## src/rtl/sram_bus_arbiter_if.sv

```systemverilog
// sram_bus_arbiter_if: groups the instruction port, the data port and the shared
// SRAM-like bus of sram_bus_arbiter into one bundle.
//   master : the arbiter's view (drives grants, responses and the bus request)
//   slave  : the environment's view (requesters plus the bus target)
interface sram_bus_arbiter_if #(
    parameter int ADDR_W = 32,
    parameter int DATA_W = 32
);
    // fetch stage port
    logic              inst_req;
    logic [ADDR_W-1:0] inst_addr;
    logic              inst_addr_ok;
    logic              inst_data_ok;
    logic [DATA_W-1:0] inst_rdata;
    // memory stage port
    logic              data_req;
    logic              data_wr;
    logic [1:0]        data_size;
    logic [ADDR_W-1:0] data_addr;
    logic [DATA_W-1:0] data_wdata;
    logic              data_addr_ok;
    logic              data_data_ok;
    logic [DATA_W-1:0] data_rdata;
    // shared bus
    logic              bus_req;
    logic              bus_wr;
    logic [1:0]        bus_size;
    logic [ADDR_W-1:0] bus_addr;
    logic [DATA_W-1:0] bus_wdata;
    logic              bus_addr_ok;
    logic              bus_data_ok;
    logic [DATA_W-1:0] bus_rdata;
    logic              bus_timeout;

    modport master (
        input  inst_req, inst_addr,
        output inst_addr_ok, inst_data_ok, inst_rdata,
        input  data_req, data_wr, data_size, data_addr, data_wdata,
        output data_addr_ok, data_data_ok, data_rdata,
        output bus_req, bus_wr, bus_size, bus_addr, bus_wdata,
        input  bus_addr_ok, bus_data_ok, bus_rdata,
        output bus_timeout
    );

    modport slave (
        output inst_req, inst_addr,
        input  inst_addr_ok, inst_data_ok, inst_rdata,
        output data_req, data_wr, data_size, data_addr, data_wdata,
        input  data_addr_ok, data_data_ok, data_rdata,
        input  bus_req, bus_wr, bus_size, bus_addr, bus_wdata,
        output bus_addr_ok, bus_data_ok, bus_rdata,
        input  bus_timeout
    );
endinterface

```

## src/rtl/sram_bus_arbiter.sv

```systemverilog
// sram_bus_arbiter: shares one SRAM-like bus between the instruction fetch port and
// the load/store port, one transaction in flight (IDLE -> ADDR -> DATA).
// A watchdog forces completion of a stalled data phase after TIMEOUT cycles and
// raises the sticky bus_timeout flag.
// Optional: define ARB_ROUND_ROBIN_EN to alternate contended grants; otherwise
// data has fixed priority over inst.
module sram_bus_arbiter #(
    parameter int ADDR_W  = 32,
    parameter int DATA_W  = 32,
    parameter int TIMEOUT = 255
) (
    input logic                clk,
    input logic                reset,
    sram_bus_arbiter_if.master bus_if
);

    typedef enum logic [1:0] {
        ST_IDLE,
        ST_ADDR,
        ST_DATA
    } state_t;

    localparam logic [7:0] TIMEOUT_CNT = 8'(TIMEOUT);

    state_t     state_q, state_d;
    logic       owner_q;      // 0 = inst, 1 = data
    logic [7:0] wd_cnt_q;
    logic       grant_inst;
    logic       grant_data;
    logic       expire;

`ifdef ARB_ROUND_ROBIN_EN
    logic       rr_inst_q;    // 1 = inst wins the next contended grant
    logic       contend;

    // arbitration: contended grants alternate, uncontended grants go to the requester
    always_comb begin
        contend    = bus_if.inst_req && bus_if.data_req;
        grant_data = bus_if.data_req && !(contend && rr_inst_q);
        grant_inst = bus_if.inst_req && !grant_data;
    end

    // priority pointer flips only on contended grants
    always_ff @(posedge clk or posedge reset) begin
        if (reset) begin
            rr_inst_q <= 1'b0;
        end else if (state_q == ST_IDLE && contend) begin
            rr_inst_q <= grant_data;
        end
    end
`else
    // arbitration: fixed data-over-inst priority
    always_comb begin
        grant_data = bus_if.data_req;
        grant_inst = bus_if.inst_req && !bus_if.data_req;
    end
`endif

    // state register
    always_ff @(posedge clk or posedge reset) begin
        if (reset) begin
            state_q <= ST_IDLE;
        end else begin
            state_q <= state_d;
        end
    end

    // next state, grant pulses, bus request and response routing
    always_comb begin
        state_d             = state_q;
        expire              = 1'b0;
        bus_if.inst_addr_ok = 1'b0;
        bus_if.data_addr_ok = 1'b0;
        bus_if.inst_data_ok = 1'b0;
        bus_if.data_data_ok = 1'b0;
        bus_if.inst_rdata   = '0;
        bus_if.data_rdata   = '0;
        bus_if.bus_req      = 1'b0;
        case (state_q)
            ST_IDLE: begin
                bus_if.inst_addr_ok = grant_inst;
                bus_if.data_addr_ok = grant_data;
                if (grant_inst || grant_data) begin
                    state_d = ST_ADDR;
                end
            end
            ST_ADDR: begin
                bus_if.bus_req = 1'b1;
                if (bus_if.bus_addr_ok) begin
                    state_d = ST_DATA;
                end
            end
            ST_DATA: begin
                // a real response in the expiry cycle takes precedence over the watchdog
                if (bus_if.bus_data_ok || wd_cnt_q == TIMEOUT_CNT) begin
                    state_d = ST_IDLE;
                    expire  = !bus_if.bus_data_ok;
                    if (owner_q) begin
                        bus_if.data_data_ok = 1'b1;
                        bus_if.data_rdata   = bus_if.bus_data_ok ? bus_if.bus_rdata : '0;
                    end else begin
                        bus_if.inst_data_ok = 1'b1;
                        bus_if.inst_rdata   = bus_if.bus_data_ok ? bus_if.bus_rdata : '0;
                    end
                end
            end
            default: state_d = ST_IDLE;
        endcase
    end

    // owner and bus fields are captured only at grant
    always_ff @(posedge clk or posedge reset) begin
        if (reset) begin
            owner_q          <= 1'b0;
            bus_if.bus_wr    <= 1'b0;
            bus_if.bus_size  <= 2'd0;
            bus_if.bus_addr  <= '0;
            bus_if.bus_wdata <= '0;
        end else if (state_q == ST_IDLE && (grant_inst || grant_data)) begin
            owner_q <= grant_data;
            if (grant_data) begin
                bus_if.bus_wr    <= bus_if.data_wr;
                bus_if.bus_size  <= bus_if.data_size;
                bus_if.bus_addr  <= bus_if.data_addr;
                bus_if.bus_wdata <= bus_if.data_wdata;
            end else begin
                bus_if.bus_wr    <= 1'b0;
                bus_if.bus_size  <= 2'd2;
                bus_if.bus_addr  <= bus_if.inst_addr;
                bus_if.bus_wdata <= '0;
            end
        end
    end

    // watchdog: cleared on address acceptance, counts every DATA cycle
    always_ff @(posedge clk or posedge reset) begin
        if (reset) begin
            wd_cnt_q <= 8'd0;
        end else if (state_q == ST_ADDR && bus_if.bus_addr_ok) begin
            wd_cnt_q <= 8'd0;
        end else if (state_q == ST_DATA) begin
            wd_cnt_q <= wd_cnt_q + 8'd1;
        end
    end

    // sticky watchdog-expiry flag
    always_ff @(posedge clk or posedge reset) begin
        if (reset) begin
            bus_if.bus_timeout <= 1'b0;
        end else if (expire) begin
            bus_if.bus_timeout <= 1'b1;
        end
    end

endmodule

```

## src/flat_wrapper.sv

```systemverilog
// flat-port wrapper written by rule: the top's interface ports become plain ports
module sram_bus_arbiter_flat 
#(
    parameter int ADDR_W  = 32,
    parameter int DATA_W  = 32,
    parameter int TIMEOUT = 255
)
  (clk, reset, bus_if_inst_req, bus_if_inst_addr, bus_if_inst_addr_ok, bus_if_inst_data_ok, bus_if_inst_rdata, bus_if_data_req, bus_if_data_wr, bus_if_data_size, bus_if_data_addr, bus_if_data_wdata, bus_if_data_addr_ok, bus_if_data_data_ok, bus_if_data_rdata, bus_if_bus_req, bus_if_bus_wr, bus_if_bus_size, bus_if_bus_addr, bus_if_bus_wdata, bus_if_bus_addr_ok, bus_if_bus_data_ok, bus_if_bus_rdata, bus_if_bus_timeout);
  sram_bus_arbiter_if #(.ADDR_W(ADDR_W), .DATA_W(DATA_W)) bus_if_i ();
  input logic clk;
  input logic reset;
  input wire logic [$bits(bus_if_i.inst_req)-1:0] bus_if_inst_req;
  input wire logic [$bits(bus_if_i.inst_addr)-1:0] bus_if_inst_addr;
  output wire logic [$bits(bus_if_i.inst_addr_ok)-1:0] bus_if_inst_addr_ok;
  output wire logic [$bits(bus_if_i.inst_data_ok)-1:0] bus_if_inst_data_ok;
  output wire logic [$bits(bus_if_i.inst_rdata)-1:0] bus_if_inst_rdata;
  input wire logic [$bits(bus_if_i.data_req)-1:0] bus_if_data_req;
  input wire logic [$bits(bus_if_i.data_wr)-1:0] bus_if_data_wr;
  input wire logic [$bits(bus_if_i.data_size)-1:0] bus_if_data_size;
  input wire logic [$bits(bus_if_i.data_addr)-1:0] bus_if_data_addr;
  input wire logic [$bits(bus_if_i.data_wdata)-1:0] bus_if_data_wdata;
  output wire logic [$bits(bus_if_i.data_addr_ok)-1:0] bus_if_data_addr_ok;
  output wire logic [$bits(bus_if_i.data_data_ok)-1:0] bus_if_data_data_ok;
  output wire logic [$bits(bus_if_i.data_rdata)-1:0] bus_if_data_rdata;
  output wire logic [$bits(bus_if_i.bus_req)-1:0] bus_if_bus_req;
  output wire logic [$bits(bus_if_i.bus_wr)-1:0] bus_if_bus_wr;
  output wire logic [$bits(bus_if_i.bus_size)-1:0] bus_if_bus_size;
  output wire logic [$bits(bus_if_i.bus_addr)-1:0] bus_if_bus_addr;
  output wire logic [$bits(bus_if_i.bus_wdata)-1:0] bus_if_bus_wdata;
  input wire logic [$bits(bus_if_i.bus_addr_ok)-1:0] bus_if_bus_addr_ok;
  input wire logic [$bits(bus_if_i.bus_data_ok)-1:0] bus_if_bus_data_ok;
  input wire logic [$bits(bus_if_i.bus_rdata)-1:0] bus_if_bus_rdata;
  output wire logic [$bits(bus_if_i.bus_timeout)-1:0] bus_if_bus_timeout;
  assign bus_if_i.inst_req = bus_if_inst_req;
  assign bus_if_i.inst_addr = bus_if_inst_addr;
  assign bus_if_inst_addr_ok = bus_if_i.inst_addr_ok;
  assign bus_if_inst_data_ok = bus_if_i.inst_data_ok;
  assign bus_if_inst_rdata = bus_if_i.inst_rdata;
  assign bus_if_i.data_req = bus_if_data_req;
  assign bus_if_i.data_wr = bus_if_data_wr;
  assign bus_if_i.data_size = bus_if_data_size;
  assign bus_if_i.data_addr = bus_if_data_addr;
  assign bus_if_i.data_wdata = bus_if_data_wdata;
  assign bus_if_data_addr_ok = bus_if_i.data_addr_ok;
  assign bus_if_data_data_ok = bus_if_i.data_data_ok;
  assign bus_if_data_rdata = bus_if_i.data_rdata;
  assign bus_if_bus_req = bus_if_i.bus_req;
  assign bus_if_bus_wr = bus_if_i.bus_wr;
  assign bus_if_bus_size = bus_if_i.bus_size;
  assign bus_if_bus_addr = bus_if_i.bus_addr;
  assign bus_if_bus_wdata = bus_if_i.bus_wdata;
  assign bus_if_i.bus_addr_ok = bus_if_bus_addr_ok;
  assign bus_if_i.bus_data_ok = bus_if_bus_data_ok;
  assign bus_if_i.bus_rdata = bus_if_bus_rdata;
  assign bus_if_bus_timeout = bus_if_i.bus_timeout;
  sram_bus_arbiter #(.ADDR_W(ADDR_W), .DATA_W(DATA_W), .TIMEOUT(TIMEOUT)) u_core (.clk(clk), .reset(reset), .bus_if(bus_if_i));
endmodule
```

## config.mk

```make
export PLATFORM = sky130hd
export DESIGN_NAME = sram_bus_arbiter_flat
export DESIGN_NICKNAME = d
export VERILOG_FILES = /design/src/rtl/sram_bus_arbiter_if.sv /design/src/rtl/sram_bus_arbiter.sv /design/src/flat_wrapper.sv
export SDC_FILE = /design/constraint.sdc
export NUM_CORES = 1
export LEC_CHECK = 0
export BUFFER_PORTS_ARGS = -buffer_cell sky130_fd_sc_hd__buf_2
export CAP_MARGIN = 10
export CORE_AREA = 2 2 107 109
export CTS_CLUSTER_DIAMETER = 150
export CTS_CLUSTER_SIZE = 25
export DETAILED_ROUTE_END_ITERATION = 16
export DIE_AREA = 0 0 109 111
export PLACE_DENSITY = 0.82
export SYNTH_ARGS = -nofsm -noshare
export SYNTH_HDL_FRONTEND = slang
export SYNTH_SLANG_ARGS = --single-unit
export TNS_END_PERCENT = 10
```

## constraint.sdc

```tcl
create_clock -name clk -period 5.6 [get_ports clk]
set_clock_uncertainty 0.15 [all_clocks]
set_input_delay 0.56 -clock clk [delete_from_list [all_inputs] [get_ports clk]]
set_output_delay 0.56 -clock clk [all_outputs]
set_load 0.01 [all_outputs]
```

After elaboration in Yosys (flattened, before gate mapping):

Cells that the tools add are included.
Widths: inputs -> output; s select.

* register bits after elaboration: 79
* input bits: 137
* output and inout port bits: 137

* add/subtract/negate cells: 1
* equality and inequality tests: 6
* muxes and demuxes: 28
* reduce and logical (&&, ||, !) cells: 10

Operator list (count)
* $mux 32: 9
* $mux 8: 2
* $mux 1: 12
* $add 8x1->8 const B: 1
* $eq 8x8->1 const B: 1
* $mux 2: 4
* $pmux 2 s3: 1
* $ne 2x2->1 const B: 2
* $logic_and 1x1->1: 3
* $reduce_and 3->1: 1
* $eq 2x1->1 const B: 1
* $eq 2x2->1 const B: 1
* $logic_not 1->1: 2
* $logic_not 2->1: 1
* $logic_or 1x1->1: 2
* $ne 2x1->1 const B: 1
* $reduce_bool 2->1: 1

Depth between registers and ports, before layout:

* word-level depth: 5
* gate-level depth with buffers: 7

Least setup slack after synthesis:

Ideal clock, no wire load.

* path kind: input -> output
* start point: in bus_if_bus_data_ok
* end point: out bus_if_data_rdata[21]
* arrival time: 1.366 ns
* required time: 4.890 ns
* path slack: 3.524 ns
* stages on the path: 4
* cell sequence: clkbuf_1 -> clkbuf_1 -> nand2_1 -> nor2_1

* word-level cells in the longest chain between the ends: 4

Ends and longest elaborated chain
* start, declared: RTL line flat_wrapper.sv:31 `input wire logic [$bits(bus_if_i.bus_data_ok)-1:0] bus_if_bus_data_ok;`
* $mux 32: RTL line sram_bus_arbiter.sv:100 `bus_if.data_rdata = bus_if.bus_data_ok ? bus_if.bus_rdata : '0;`
* $mux 32: RTL line sram_bus_arbiter.sv:98 `if (owner_q) begin`
* $mux 32 (*): RTL line sram_bus_arbiter.sv:95 `if (bus_if.bus_data_ok || wd_cnt_q == TIMEOUT_CNT) begin`
* $mux 32 (*): RTL line sram_bus_arbiter.sv:79 `case (state_q)`
* end, declared: RTL line flat_wrapper.sv:24 `output wire logic [$bits(bus_if_i.data_rdata)-1:0] bus_if_data_rdata;`

Every way passes the cells marked *; elsewhere a longest branch is shown, timed or not.

Final worst setup path:

* start point: reg u_core.state_q[1]
* end point: out bus_if_inst_rdata[6]

* word-level cells in the longest chain between the ends: 2

Ends and longest elaborated chain
* start, declared: RTL line sram_bus_arbiter.sv:25 `state_t state_q, state_d;`
* start signal, assigned: RTL line sram_bus_arbiter.sv:64 `state_q <= state_d;`
* $eq 2x2->1: RTL line sram_bus_arbiter.sv:79
* $mux 32: RTL line sram_bus_arbiter.sv:79
* end, declared: RTL line flat_wrapper.sv:16 `output wire logic [$bits(bus_if_i.inst_rdata)-1:0] bus_if_inst_rdata;`

Every way passes these cells.

==> run metrics <==
status complete, no violations; # hold bufs at CTS 1; Yosys warning total 0; RSZ-0062 raised after global routing false; Layout area overhead 41.2%; clock buffer count from CTS 9; Setup Viol. Count Final 0; worst vdd rail ir drop 0.223 mV; switching share of power 35.7%; share of flip-flops with an asynchronous set or reset 100%; number of global-route vias before repair 3823; P per Cell Area 456 nW/µm²; crit path capture type output pin; sw power 0.000927 W; Comb pwr share 41.1%; count of different cell masters after synthesis 36; Reg power frac 37.0%; Max Freq 305 MHz; total congestion overflow 0; Clock Tree Buf Depth 2; Int Pwr 0.00167 W; maxcap violations 0; final hold violations 0; critical path data required time 4.89 ns; Hold Slack 0.298 ns; cts repair resizes 0; CP max stage cell nand2b_2; post-CTS setup buffer count 0; Tcrit/Tclk final 58.6%; GR Util All Layers 19.8%; gate count after technology mapping 354; die span in x 109 µm; synthesized flop and latch total 79; Final #Nets 752; Leak Pwr 3.06 nW; CP arrival 2.57 ns; Placer Congestion 0.850; delay of the slowest critical-path stage 0.77 ns; DRT Pass-1 Iters 5; die area 12100 µm²; DIE HEIGHT 111 µm; setup TNS after final layout 0 ns; crit path cell chain nor2b_1 > nand2b_2 > nor2_2 > buf_2; share of cells above drive strength 1 61.6%; post-DP HPWL 9060 µm; total number of vias 3748; Least-Margin Pin Slew 1.20 ns; R2R Setup Slk 3.61 ns; HP Class input port to flop; normalized max-slew margin 20.3%; initial core utilization 36.4%; power share of the clock group 22.0%; WL final 12000 µm; critical path fanouts, max 33; TritonCTS clock tree yes; DRC 0; root buffer cell clkbuf_16; Crit Path Class flop to output pin; Vias/cell 4.92; number of synthesized flops with an enable pin 0; first-pass GRT wire length 18500 µm; row count 39; Syn Area/Cell 11.4 µm²; 1st-iter DRT viols 232; register area share after synthesis 49.1%; CP top delay family simple AND/OR/NAND/NOR gates; largest net degree at the start of global routing 74; initial antenna violation count 0; Core ar. 11100 µm²; # diodes 0; Most used DFF post-synth dfrtp_1; final count of pins violating max slew 0; CP bufs+invs 1; crit path time final 3.28 ns; Worst setup SP type flop; H-Tree Depth 3; FILL cells 980; remaining antenna violation count 0; Post-Syn Area 4030 µm²; Routed WL per cell 15.8 µm; Ports 274; Clock Pin Slew Worst Setup and Hold Paths 0.06 ns; clock sinks 79; Worst-Skew Late Latency 0.32 ns; Port Buffers 273; Mapped Nets 492
[cell families after synthesis]
| logic type | Yosys count | share of synthesized area (%) |
|---|---|---|
| AND/OR/NAND/NOR | 128 | 16.3 |
| flip-flops | 79 | 49.1 |
| multiplexers | 68 | 18.9 |
| AO/OA/AOI/OAI | 46 | 9.47 |
| buffers and inverters | 31 | 5.71 |
| XOR/XNOR | 1 | 0.217 |
| adder cells (fa/ha/maj) | 1 | 0.311 |
[metal layers]
layer	wire length, µm	share of wire, %	global-route usage, %
met5	0	0	0
met4	241	2.0	7.78
met3	926	7.7	5.00
met2	6410	53	36.2
met1	4450	37	21.5
[final cells by class]
cell class / count / area, µm² / share of cell area [%]
tap: 143 / 179 / 3.14
clock inverter: 5 / 57.6 / 1.01
timing repair buffer: 277 / 1400 / 24.6
sequential: 79 / 1980 / 34.7
multi-input combinational: 244 / 1830 / 32.2
clock buffer: 11 / 233 / 4.09
inverter: 3 / 12.5 / 0.220
[final timing paths]
check	start	cells past startpoint	endpoint
setup reg to reg	u_core.state_q[0]	4	u_core.bus_if.bus_addr[3]
hold / removal	bus_if_data_wdata[10]	2	u_core.bus_if.bus_wdata[10]
max in group asynchronous	reset	4	u_core.bus_if.bus_addr[12]
setup / recovery	u_core.state_q[1]	4	bus_if_inst_rdata[6]
hold reg to reg	u_core.wd_cnt_q[5]	1	u_core.wd_cnt_q[5]
min in group asynchronous	reset	3	u_core.bus_if.bus_wdata[17]
[synth_stat cells, types with 3 or more instances]
library cell	n	area share, %
buf_2	10	1.2
nand2_1	39	3.6
nor2_2	21	3.3
mux2i_1	4	0.99
buf_6	11	3.1
clkbuf_1	4	0.37
a21oi_1	3	0.37
mux2_1	8	2.2
nand3_1	6	0.75
nor2_1	37	3.4
mux2_2	56	16
nor2_4	10	2.8
inv_1	3	0.28
a22o_1	35	7.6
dfrtp_1	79	49
[layout by cell type, fill, tap and decap left out, types with 2 or more instances in the layout]
master / Yosys / final
clkinv_2: 0 / 3
nor2_4: 10 / 10
dfrtp_1: 79 / 79
o21ai_0: 2 / 2
buf_4: 2 / 3
buf_2: 10 / 273
nand4_1: 2 / 2
nor2b_1: 2 / 2
mux2_1: 8 / 8
clkbuf_1: 4 / 2
nor2_1: 37 / 37
a22o_1: 35 / 35
nand3_1: 6 / 6
clkbuf_16: 0 / 9
inv_1: 3 / 2
nand2_1: 39 / 39
nor2_2: 21 / 21
a21oi_1: 3 / 3
mux2i_1: 4 / 4
mux2_2: 56 / 56
and2_1: 2 / 2
nor3b_1: 2 / 2
[worst reg2reg max path, stage by stage (launching register included)]
cell,delay (ns)
dfrtp_1,0.47
nor2_2,0.10
o21ai_4,0.07
buf_4,0.61
mux2_2,0.49
[power groups by stage]
stage	Clock, W	Combinational [W]	Sequential (W)
floorplan	0	0.000592	0.00106
finish	0.000570	0.00107	0.000959
global placement	0	0.00104	0.000947
detailed placement	0	0.00108	0.000963
CTS	0.000588	0.00108	0.000959
global route	0.000611	0.00116	0.000991
[flip-flops by register name, summed over array words and instances (netlist names)]
register	count
u_core.bus_if.bus_wr	1
u_core.state_q	2
u_core.bus_if.bus_addr	32
u_core.bus_if.bus_size	2
u_core.wd_cnt_q	8
u_core.bus_if.bus_timeout	1
u_core.bus_if.bus_wdata	32
u_core.owner_q	1
[metrics by stage]
step,utilization (%),instance area (µm²),cells,total power (W),setup WS [ns]
3_3_place_gp,48.7,5390,745,0.00199,2.81
4_1_cts,51.4,5690,762,0.00263,2.31
6_report,51.4,5690,762,0.00260,2.32
3_5_place_dp,48.7,5390,745,0.00204,2.69
2_1_floorplan,-,4030,354,0.00165,2.87
5_1_grt,51.4,5690,762,0.00276,2.17
(Power assumes the default switching activity.)
